## src/rtl/spi_flash_responder.sv

```systemverilog
// spi_flash_responder: SPI mode-0 NOR flash read-subset emulator (READ, FAST READ, JEDEC ID, STATUS1).
// Revision 1.0 - initial release.
`default_nettype none
`timescale 1ns/1ps

module spi_flash_responder #(
  parameter int          ADDR_W   = 24,
  parameter logic [23:0] JEDEC_ID = 24'hEF4016,
  parameter logic [7:0]  STATUS1  = 8'h00
) (
  input  logic              MCLK,
  input  logic              RST,
  input  logic              nCS,
  input  logic              CLK,
  input  logic              MOSI,
  output logic              MISO,
  output logic              MISO_OE,
  output logic [ADDR_W-1:0] MEMADDR,
  output logic              MEMRD,
  input  logic [7:0]        MEMDATA,
  output logic              BUSY
);

  typedef enum logic [2:0] {
    S_IDLE   = 3'd0,
    S_CMD    = 3'd1,
    S_ADDR   = 3'd2,
    S_DUMMY  = 3'd3,
    S_DATA   = 3'd4,
    S_ID     = 3'd5,
    S_STAT   = 3'd6,
    S_IGNORE = 3'd7
  } state_t;

  localparam logic [ADDR_W-1:0] ADDR_ONE = {{(ADDR_W-1){1'b0}}, 1'b1};

  logic [1:0]        ncs_sync_q, clk_sync_q, mosi_sync_q;
  logic              clk_prev_q;
  state_t            state_q, state_d;
  logic [4:0]        bitcnt_q, bitcnt_d;
  logic [7:0]        cmd_sh_q, cmd_sh_d;
  logic [23:0]       addr_sh_q, addr_sh_d;
  logic [ADDR_W-1:0] addr_q, addr_d;
  logic              fast_q, fast_d;
  logic [1:0]        id_idx_q, id_idx_d;
  logic [7:0]        out_sh_q, out_sh_d;
  logic [7:0]        prefetch_q, prefetch_d;
  logic              miso_q, miso_d;
  logic              oe_q, oe_d;
  logic              memrd_q, memrd_d;
  logic [ADDR_W-1:0] memaddr_q, memaddr_d;
  logic              cap_q;
  logic              busy_q, busy_d;
  logic              armed_q, armed_d;

  logic              ncs_s, clk_s, mosi_s;
  logic              rise, fall;
  logic [7:0]        cmd_next;
  logic [23:0]       addr_next;
  logic [7:0]        resp_byte;

  assign ncs_s     = ncs_sync_q[1];
  assign clk_s     = clk_sync_q[1];
  assign mosi_s    = mosi_sync_q[1];
  assign rise      = clk_s & ~clk_prev_q;
  assign fall      = ~clk_s & clk_prev_q;
  assign cmd_next  = {cmd_sh_q[6:0], mosi_s};
  assign addr_next = {addr_sh_q[22:0], mosi_s};

  always_comb begin
    resp_byte = STATUS1;
    case (state_q)
      S_DATA: resp_byte = prefetch_q;
      S_ID: begin
        case (id_idx_q)
          2'd0:    resp_byte = JEDEC_ID[23:16];
          2'd1:    resp_byte = JEDEC_ID[15:8];
          default: resp_byte = JEDEC_ID[7:0];
        endcase
      end
      default: resp_byte = STATUS1;
    endcase
  end

  always_comb begin
    state_d    = state_q;
    bitcnt_d   = bitcnt_q;
    cmd_sh_d   = cmd_sh_q;
    addr_sh_d  = addr_sh_q;
    addr_d     = addr_q;
    fast_d     = fast_q;
    id_idx_d   = id_idx_q;
    out_sh_d   = out_sh_q;
    prefetch_d = cap_q ? MEMDATA : prefetch_q;
    miso_d     = miso_q;
    oe_d       = oe_q;
    memrd_d    = 1'b0;
    memaddr_d  = memaddr_q;
    busy_d     = busy_q;
    armed_d    = armed_q;

    // Deselect wins over any edge seen in the same cycle; no fetch or decode escapes.
    if (ncs_s) begin
      state_d  = S_IDLE;
      bitcnt_d = 5'd0;
      oe_d     = 1'b0;
      busy_d   = 1'b0;
      armed_d  = 1'b1;
    end else begin
      case (state_q)
        S_IDLE: begin
          if (armed_q) begin
            state_d  = S_CMD;
            busy_d   = 1'b1;
            bitcnt_d = 5'd0;
            cmd_sh_d = 8'h00;
            id_idx_d = 2'd0;
          end
        end
        S_CMD: begin
          if (rise) begin
            cmd_sh_d = cmd_next;
            if (bitcnt_q == 5'd7) begin
              bitcnt_d = 5'd0;
              case (cmd_next)
                8'h03: begin state_d = S_ADDR; fast_d = 1'b0; end
                8'h0B: begin state_d = S_ADDR; fast_d = 1'b1; end
                8'h9F: state_d = S_ID;
                8'h05: state_d = S_STAT;
                default: state_d = S_IGNORE;
              endcase
            end else begin
              bitcnt_d = bitcnt_q + 5'd1;
            end
          end
        end
        S_ADDR: begin
          if (rise) begin
            addr_sh_d = addr_next;
            if (bitcnt_q == 5'd23) begin
              bitcnt_d = 5'd0;
              addr_d   = addr_next[ADDR_W-1:0];
              if (fast_q) begin
                state_d = S_DUMMY;
              end else begin
                state_d   = S_DATA;
                memrd_d   = 1'b1;
                memaddr_d = addr_next[ADDR_W-1:0];
              end
            end else begin
              bitcnt_d = bitcnt_q + 5'd1;
            end
          end
        end
        S_DUMMY: begin
          if (rise) begin
            if (bitcnt_q == 5'd7) begin
              bitcnt_d  = 5'd0;
              state_d   = S_DATA;
              memrd_d   = 1'b1;
              memaddr_d = addr_q;
            end else begin
              bitcnt_d = bitcnt_q + 5'd1;
            end
          end
        end
        S_DATA, S_ID, S_STAT: begin
          if (fall) begin
            if (bitcnt_q == 5'd0) begin
              out_sh_d = resp_byte;
              miso_d   = resp_byte[7];
              oe_d     = 1'b1;
              bitcnt_d = 5'd1;
              // addr_q tracks the byte being prefetched, so the next fetch is addr_q+1.
              if (state_q == S_DATA) begin
                addr_d    = addr_q + ADDR_ONE;
                memaddr_d = addr_q + ADDR_ONE;
                memrd_d   = 1'b1;
              end
              if (state_q == S_ID) begin
                id_idx_d = (id_idx_q == 2'd2) ? 2'd0 : id_idx_q + 2'd1;
              end
            end else begin
              out_sh_d = {out_sh_q[6:0], 1'b0};
              miso_d   = out_sh_q[6];
              bitcnt_d = (bitcnt_q == 5'd7) ? 5'd0 : bitcnt_q + 5'd1;
            end
          end
        end
        default: ;
      endcase
    end
  end

  always_ff @(posedge MCLK) begin
    if (RST) begin
      ncs_sync_q  <= 2'b00;
      clk_sync_q  <= 2'b00;
      mosi_sync_q <= 2'b00;
      clk_prev_q  <= 1'b0;
      state_q     <= S_IDLE;
      bitcnt_q    <= 5'd0;
      cmd_sh_q    <= 8'h00;
      addr_sh_q   <= 24'h0;
      addr_q      <= '0;
      fast_q      <= 1'b0;
      id_idx_q    <= 2'd0;
      out_sh_q    <= 8'h00;
      prefetch_q  <= 8'h00;
      miso_q      <= 1'b1;
      oe_q        <= 1'b0;
      memrd_q     <= 1'b0;
      memaddr_q   <= '0;
      cap_q       <= 1'b0;
      busy_q      <= 1'b0;
      armed_q     <= 1'b0;
    end else begin
      ncs_sync_q  <= {ncs_sync_q[0], nCS};
      clk_sync_q  <= {clk_sync_q[0], CLK};
      mosi_sync_q <= {mosi_sync_q[0], MOSI};
      clk_prev_q  <= clk_s;
      state_q     <= state_d;
      bitcnt_q    <= bitcnt_d;
      cmd_sh_q    <= cmd_sh_d;
      addr_sh_q   <= addr_sh_d;
      addr_q      <= addr_d;
      fast_q      <= fast_d;
      id_idx_q    <= id_idx_d;
      out_sh_q    <= out_sh_d;
      prefetch_q  <= prefetch_d;
      miso_q      <= miso_d;
      oe_q        <= oe_d;
      memrd_q     <= memrd_d;
      memaddr_q   <= memaddr_d;
      cap_q       <= memrd_q;
      busy_q      <= busy_d;
      armed_q     <= armed_d;
    end
  end

  assign MISO    = miso_q;
  assign MISO_OE = oe_q;
  assign MEMRD   = memrd_q;
  assign MEMADDR = memaddr_q;
  assign BUSY    = busy_q;

endmodule

`default_nettype wire

```

## config.mk

```make
export PLATFORM = sky130hd
export DESIGN_NAME = spi_flash_responder
export DESIGN_NICKNAME = d
export VERILOG_FILES = /design/src/rtl/spi_flash_responder.sv
export SDC_FILE = /design/constraint.sdc
export NUM_CORES = 1
export LEC_CHECK = 0
export ABC_AREA = 1
export CAP_MARGIN = 25
export CORE_MARGIN = 2
export CORE_UTILIZATION = 64
export DETAILED_ROUTE_END_ITERATION = 7
export PLACE_DENSITY = 0.89
export SLEW_MARGIN = 20
export SYNTH_ARGS = -nofsm -noshare
export SYNTH_HDL_FRONTEND = slang
export SYNTH_SLANG_ARGS = --single-unit
```

## constraint.sdc

```tcl
create_clock -name MCLK -period 4.6 [get_ports MCLK]
set_input_delay 0.46 -clock MCLK [delete_from_list [all_inputs] [get_ports MCLK]]
set_output_delay 0.46 -clock MCLK [all_outputs]
set_load 0.02 [all_outputs]
```

# == Yosys cells after proc, flatten, opt, wreduce, memory -nomap -nowiden ==
# Cells that the tools add are included.
# word_totals
in_bits,13
regBits,117
wordCells,133
output_inout_bits,28
# classes
n_mux,53
eq_ne,27
bitwise_logic,5
addsub,3
reduce_logical,25
# op_table
cell,n
2-to-1 mux 24 bit,10
one-hot mux 24 bit (3 select lines),1
one-hot mux 24 bit (2 select lines),1
2-to-1 mux 5 bit,7
one-hot mux 8 bit (2 select lines),2
adder 24 x 1 -> 24 bit (second input constant),1
2-to-1 mux 3 bit,8
!= test 2 bit (second input constant),12
2-to-1 mux 7 bit,3
one-hot mux 5 bit (4 select lines),1
one-hot mux 7 bit (2 select lines),1
one-hot mux 3 bit (4 select lines),1
2-to-1 mux 2 bit,5
AND reduction 10 bit,1
AND reduction 5 bit,2
== test 3 bit (second input constant),3
2-to-1 mux 1 bit,9
one-hot mux 3 bit (3 select lines),1
AND reduction 3 bit,3
== test 8 x 2 -> 1 bit (second input constant),1
== test 8 x 3 -> 1 bit (second input constant),1
== test 8 x 4 -> 1 bit (second input constant),1
== test 8 bit (second input constant),1
AND reduction 8 bit,1
other kinds (26),36

# == Depth between registers and ports, before layout ==
# depth
word_depth,6
mapped_depth,13
ltp_nobuf,11

# == Worst setup path before layout ==
# No wires, ideal clock.
# synth_path
path_kind,reg2reg
start,reg bitcnt_q[0]
end,reg memaddr_q[15] (netlist: MEMADDR[15])
setup_time_ns,0.112
n_path_buf,1
setup_slack_ns,2.884
required_ns,4.488
path_stages_with_launch,11
t_arrival_ns,1.604
synth_period_minus_slack_ns,1.716
path_cell_list,dfxtp_1 > inv_1 > ha_1 > nand3_1 > nand2_1 > nand3_1 > nor2_2 > buf_2 > nand3_1 > nor2_1 > nor2_1
# synth_via
elab_chain_len,3
word_cells_on_any_way,7
cone_classes,5 x eq/ne; 2 x reduce/logical
# synth_lines
element,line_no,rtl
from (decl),40,"logic [4:0] bitcnt_q, bitcnt_d;"
from (signal assigned),223,bitcnt_q <= bitcnt_d;
"== test 5 bit, or another cell as far along",140,if (bitcnt_q == 5'd23) begin
!= test 2 bit (no line),--,
AND reduction 10 bit (no line) (*),--,
to (signal assigned),234,memaddr_q <= memaddr_d;
to (decl),51,"logic [ADDR_W-1:0] memaddr_q, memaddr_d;"
# Mark *: on every way between the ends. The rest lies on a longest branch, timed or not.
# A chain may end at the register's enable or synchronous reset.

# == Worst setup path in the final report ==
# layout_path
start,reg state_q[0]
end,reg memaddr_q[15] (netlist: MEMADDR[15])
# layout_via
elab_chain_len,4
word_cells_on_any_way,17
cone_classes,13 x eq/ne; 1 x mux; 3 x reduce/logical
# layout_lines
element,line_no,rtl
from (decl),39,"state_t state_q, state_d;"
from (signal assigned),222,state_q <= state_d;
"== test 3 bit, on equally long branches","110, 175",
OR reduction 3 bit,110,case (state_q)
!= test 2 bit (no line) / nonzero test 3 bit (equally long branches),--,
AND reduction 10 bit (no line),--,
# Parallel ways exist; a longest one is shown, timed or not.

==> reports/qor.yml <==
outcome:
  status: "finished clean"
synth:
  yosys.area_share.adder_pct: 0.607
  synth_mux_area_share_pct: 0
  yosysMostFrequentCell: "nand2_1"
  synth_edf_count: 0
  yosys.area_share.simple_pct: 35.5
  synth_top_family_by_area: "simple AND/OR/NAND/NOR gates"
  syn_nets: 1028
  ys_top_cells_by_area: "dfxtp_1 38%, nand2_1 15%, nor2_1 12%"
  synth-xor-area-share_pct: 0.142
  async_flop_share_pct: 0
  synth.avg_cell_area_um2: 6.11
  seq_area_frac_synth_pct: 37.9
  synth_top_area_share_pct: 37.9
  yosysWarningCount: 0
  synth.largest_area_cell: "dfxtp_1"
  netlist-cell-type-count: 32
  postSynthCellCount: 1012
  synth_commonest_cells: "249 x nand2_1, 196 x nor2_1, 121 x inv_1, 117 x dfxtp_1, 96 x o21ai_0"
  synth_compound_area_share_pct: 15.3
  ys_seq_elements: 117
  synth-main-ff-cell: "dfxtp_1"
  syn_area_mm2: 0.00618
global_routing:
  grt_use_total_pct: 32.6
  grt_max_degree: 52
  grt_pass1_vias: 6015
  grt_pass1_wl_mm: 27.0
  grt_overflow: 0
  antenna_found_initial: 0
cts:
  clock-sinks: 117
  cts_buffer_depth: 2
  post_cts_buffers: 0
  path_clk_slew_ns: 0.06
  cts_tree: "yes"
  clock_latency_ns: 0.53
  htreeDepth: 4
  cts-root-buf: "clkbuf_8"
  cts_resized: 0
  hold_buffers: 0
  cts_made_buffers: 17
critical_path:
  cpPeakStageDelay_ns: 0.53
  crit_start: "state_q[0]"
  cpMostUsedCell: "nand2_1"
  cp-start-kind: "flip-flop"
  path_cells: "nand2_2 -> nand2_2 -> inv_2 -> nand2_1 -> nand3_1 -> nor2_2 -> nand2_4 -> nand2_1 -> nand2_1 -> nor2_1"
  cp.required_ns: 5.05
  cp_top_family: "simple AND/OR/NAND/NOR gates"
  arrival_ns: 3.57
  cp_num_buf_inv: 1
  r2r_slack_ns: 1.49
  crit_fanout: 51
  critPathSlowestCell: "dfxtp_1"
  path_class: "flip-flop to flip-flop"
  worstReg2RegStart: "state_q[0]"
  end_kind: "flip-flop"
sta:
  slew_viol_final: 0
  fmax_mhz: 321
  fin_skew_ns: 0.0130
  min_period_ns: 3.11
  relSlewSlack_pct: 28.1
  rsz0062_at_grt: "no"
  finalSetupTns_ns: 0
  setup_viol: 0
  hold_violations: 0
  tightest_slew_ns: 1.08
  period_share_pct: 67.7
detailed_routing:
  top_layer_used: "met4"
  avgRoutedWirePerCell_um: 13.6
  via_count: 6547
  dr.pass1.iters: 8
  wirelength_mm: 16.0
  ant_nets: 0
  via_per_inst: 5.53
  drc: 0
  wl_met1_mm: 6.72
  wl_met3_mm: 1.38
  wl_met2_mm: 7.42
  drt_iter0_drc: 486
power_and_ir_drop:
  power_leakage_uw: 0.00313
  p_int_uw: 2310
  power_density_mw_per_mm2: 485
  clock_power_share_pct: 38.4
  vdd_drop_max_mv: 0.249
  p_comb_share_pct: 26.0
  p_seq_share_pct: 35.6
  p_switching_uw: 1200
  p_sw_share_pct: 34.2
placed_design:
  gp_congestion: 0.966
  io_buffers: 40
  numPlacedInstances: 1151
  dp_hpwl_mm: 10.3
cells_and_area:
  diodes: 0
  layout.nets: 1057
  instances_no_fill: 1183
  drive_gt1_share_pct: 5.03
  area_growth_pct: 17.1
floorplan:
  num_rows: 35
  die_y_um: 102
  initial_utilization_pct: 66.3
  die_x_um: 102
  die-area_mm2: 0.0105
  ioPinCount: 41
  core-area_mm2: 0.00933
hold_path:
  hold_class: "flip-flop to flip-flop"
  worstHoldStart: "ncs_sync_q[0]"
flow_run:
  max_cap_viol_count: 0
cell type report:
cell class              instances  area, um^2
multi-input cells             730        3190
flip-flops and latches        117        2340
fillers                       742        2090
inverters                     129         484
clock buffers                  21         459
repair buffers                 46         458
well taps                     129         161
clock inverters                11         149
layout by cell type, fill, tap and decap left out, drive strengths merged, types with 5 or more instances in the layout:
cell type and instances:
a21oi 70, a31oi 5, buf 6, clkbuf 21, clkdlybuf4s50 40, clkinv 7
dfxtp 117, inv 127, nand2 253, nand3 76, nand4 5, nor2 201
nor3 7, o21ai 96
per-stage QoR:
step | total power [uW] | hold WS [ns] | area, um^2 | setup WS [ns] | utilization, %
final | 3510 | 0.404 | 7240 | 1.49 | 77.6
after detailed placement | 2140 | 0.392 | 6630 | 1.64 | 71.1
after CTS | 3500 | 0.400 | 7240 | 1.58 | 77.6
after global routing | 3700 | 0.401 | 7240 | 1.25 | 77.6
after floorplan | 1900 | 0.388 | 6180 | 2.88 | -
after global placement | 2120 | 0.389 | 6610 | 1.73 | 70.9
worst paths after layout:
| path | cells after the start | end |
|---|---|---|
| worst min register to register | 2 | ncs_sync_q[1] |
| worst min-delay path | 2 | ncs_sync_q[1] |
| worst max-delay path | 10 | MEMADDR[15] |
| worst max register to register | 10 | MEMADDR[15] |
cell families after synthesis:
logic type               Yosys count
AND/OR/NAND/NOR                  544
AO/OA/AOI/OAI                    182
buffers and inverters            165
flip-flops                       117
adder cells (fa/ha/maj)            3
XOR/XNOR                           1
flip-flops by register name, summed over array words and instances (netlist names), 2 cells and up:
register / cells
mosi_sync_q: 2
state_q: 3
cmd_sh_q: 7
bitcnt_q: 5
addr_sh_q: 23
addr_q: 24
out_sh_q: 7
prefetch_q: 8
MEMADDR: 24
ncs_sync_q: 2
id_idx_q: 2
clk_sync_q: 2
layer usage:
| layer | track usage (%) | vias up |
|---|---|---|
| li1 | - | 3263 |
| met1 | 40.6 | 2895 |
| met2 | 54.0 | 333 |
| met3 | 6.57 | 56 |
| met4 | 15.6 | 0 |
| met5 | 0 | - |
power groups by stage:
stage | clock network [uW] | logic (uW) | registers, uW
after detailed placement | 0 | 879 | 1260
after global routing | 1410 | 1030 | 1270
final | 1350 | 912 | 1250
after CTS | 1350 | 900 | 1250
after global placement | 0 | 857 | 1260
after floorplan | 0 | 613 | 1290
worst min-delay path: cells and delay by family (launching register included):
kind | cells | cell delay [ns]
AND/OR/NAND/NOR | 1 | 0.03
flip-flops | 1 | 0.29
buffers and inverters | 1 | 0.04
Note: power is estimated with default switching activity, not from simulation.
==> variant, RTL diff (config.mk and constraints unchanged) <==
Compare `bitcnt_q` against `5'd23` with >= in place of ==.
--- a/src/rtl/spi_flash_responder.sv
+++ b/src/rtl/spi_flash_responder.sv
@@ -138,5 +138,5 @@
           if (rise) begin
             addr_sh_d = addr_next;
-            if (bitcnt_q == 5'd23) begin
+            if (bitcnt_q >= 5'd23) begin
               bitcnt_d = 5'd0;
               addr_d   = addr_next[ADDR_W-1:0];
Formal check against the unedited RTL: same outputs for any inputs over 10 cycles, from zero or initial values and one cycle with RST high; that may be too few to reach the edited logic, so the function may still have changed.
==> variant against the original RTL <==
Largest power group unchanged; design area is 1.0% lower; wire length rose by 7.5%; power is 16% lower; sequential cell count is the same; non-clock buffer count shrank 3; synthesized area increased by 0.12%; worst setup slack improved by 570 ps; synthesized cell count fell by 5.4%; highest routed layer unchanged.
==> variant: results (changes against the original RTL) <==
{| class="wikitable"
! Metric !! Value
|-
| Clock latency of the later-clocked register in the worst-skew pair || 530 ps (about the same)
|-
| Vias in the first global route || 5685 (-5.5%)
|-
| Clock-pin transition on the worst setup and hold timing paths || 60 ps (about the same)
|-
| Largest stage delay on the critical path || 550 ps (+20 ps)
|-
| Seq/Total Area, Yosys || 0.378 (-0.000459)
|-
| Count of routing violations after the opening detailed-route iteration || 662 (+36%)
|-
| Number of cells upsized or downsized after cts || 0 (unchanged)
|-
| Final-stage net count || 1004 (-5.0%)
|-
| Cell Count, Final, Fillers Out || 1130 (-4.5%)
|-
| Post-route clock skew || 10.1 ps (-2.89 ps)
|-
| Slew HR || 0.361 (+0.0802)
|-
| Outcome || finished, final reports clean
|-
| Count of fill cells added during filler insertion || 665 (-10%)
|-
| Final Slew Violations || 0 (unchanged)
|-
| Fraction of final layout cells with drive strength greater than 1 || 0.0709 (+0.0206)
|-
| Peak ir drop on the vdd network || 370 µV (+49%)
|-
| Number of distinct library cells after synthesis || 40 (+25%)
|-
| H-tree Lvls || 4 (unchanged)
|-
| Placed instance area || 6620 µm² (-0.15%)
|-
| Root Buffer Master || sky130_fd_sc_hd__clkbuf_8
|-
| Setup fix buffers added after clock tree synthesis || 0 (unchanged)
|-
| Number of diodes added for antenna fixing || 0 (unchanged)
|-
| Nets in the synthesized netlist || 973 (-5.4%)
|-
| Arrival time at the worst endpoint || 2960 ps (-610 ps)
|-
| Mean instance size in the synthesized netlist || 6.47 µm² (+5.9%)
|-
| Pre-Repair DR Iteration Count || 5 (-3)
|-
| Global-route usage over all layers || 0.345 (+0.0195)
|-
| Leading cell types by count after synthesis || sky130_fd_sc_hd__nand2_1, sky130_fd_sc_hd__nor2_1, sky130_fd_sc_hd__dfxtp_1, sky130_fd_sc_hd__inv_1, sky130_fd_sc_hd__o21ai_0
|-
| Detailed-route wire length per cell || 15.3 µm (+13%)
|-
| Ranking of synthesized cells by area || sky130_fd_sc_hd__dfxtp_1, sky130_fd_sc_hd__nand2_1, sky130_fd_sc_hd__nor2_1
|-
| Post-placement setup slack || 2080 ps (+433 ps)
|-
| Wire length of the first global-routing pass || 27900 µm (+3.2%)
|-
| GP Congestion || 0.965 (-0.18%)
|-
| Synth async-reset ratio || 0 (unchanged)
|-
| Top fanout value on the critical path || 37 (-27%)
|-
| Category of cells accounting for the largest share of critical-path delay || simple AND/OR/NAND/NOR gates
|-
| Clk buf depth || 2 (unchanged)
|-
| Worst path slowest cell || sky130_fd_sc_hd__nor2_1
|-
| Primary FF master, synth || sky130_fd_sc_hd__dfxtp_1
|-
| Total vias in the final route || 6465 (-1.3%)
|-
| HP Class || flop to flop
|-
| Setup TNS || 0 ps (unchanged)
|-
| Yosys warns || 0 (unchanged)
|-
| Antenna violations before repair || 0 (unchanged)
|-
| Switching power as a share of total power || 0.333 (-0.00867)
|-
| Detailed placer's ending HPWL || 11500 µm (+12%)
|-
| Port Buf Inserts || 40 (unchanged)
|-
| Leakage || 2.91 nW (-6.7%)
|-
| CTS Buf Count || 17 (unchanged)
|-
| Maximum number of pins on one net before global-route repair || 40 (-23%)
|}
[variant: cell types whose count changed after synthesis, sizes merged, moves of 5 or more]
| cell | unedited run | this run |
|---|---|---|
| a21oi | 70 | 51 |
| o21ai | 96 | 102 |
| inv | 125 | 104 |
| nor3 | 7 | 2 |
| o22ai | 1 | 9 |
| nand2 | 253 | 213 |
[variant: kinds of logic after synthesis]
kind of cell | after synthesis | synth area share
flip-flops | 117 | 0.378
adder cells (fa/ha/maj) | 3 | 0.00606
XOR/XNOR | 3 | 0.00424
buffers and inverters | 138 | 0.0907
AND/OR/NAND/NOR | 507 | 0.353
AO/OA/AOI/OAI | 189 | 0.168
[variant: worst paths after layout]
check	start	to	slack, ps	cells after the start
worst max-delay path	state_q[2]	out_sh_q[3]	2060	7
worst min-delay path	ncs_sync_q[0]	ncs_sync_q[1]	400	2
worst max register to register	state_q[2]	out_sh_q[3]	2060	7
worst min register to register	ncs_sync_q[0]	ncs_sync_q[1]	400	2
[variant: cell type report]
type	instances	area, µm²	share of cell area
clock buffers	18	428	0.0597
clock inverters	14	118	0.0164
inverters	107	409	0.0571
multi-input cells	702	3290	0.459
flip-flops and latches	117	2340	0.327
well taps	129	161	0.0225
repair buffers	43	423	0.0590
[variant: power by group through the flow]
stage,combinational (mW),sequential (mW),clock [mW]
6_report,0.561,1.17,1.22
5_1_grt,0.622,1.18,1.27
4_1_cts,0.551,1.17,1.22
3_5_place_dp,0.543,1.19,0
3_3_place_gp,0.534,1.19,0
2_1_floorplan,0.363,1.20,0
[variant: routing by layer]
layer | track usage | vias to the layer above | part of all wire
li1 | - | 3173 | -
met1 | 0.485 | 2863 | 0.44
met2 | 0.501 | 380 | 0.42
met3 | 0.104 | 49 | 0.11
met4 | 0.130 | 0 | 0.026
met5 | 0 | - | 0
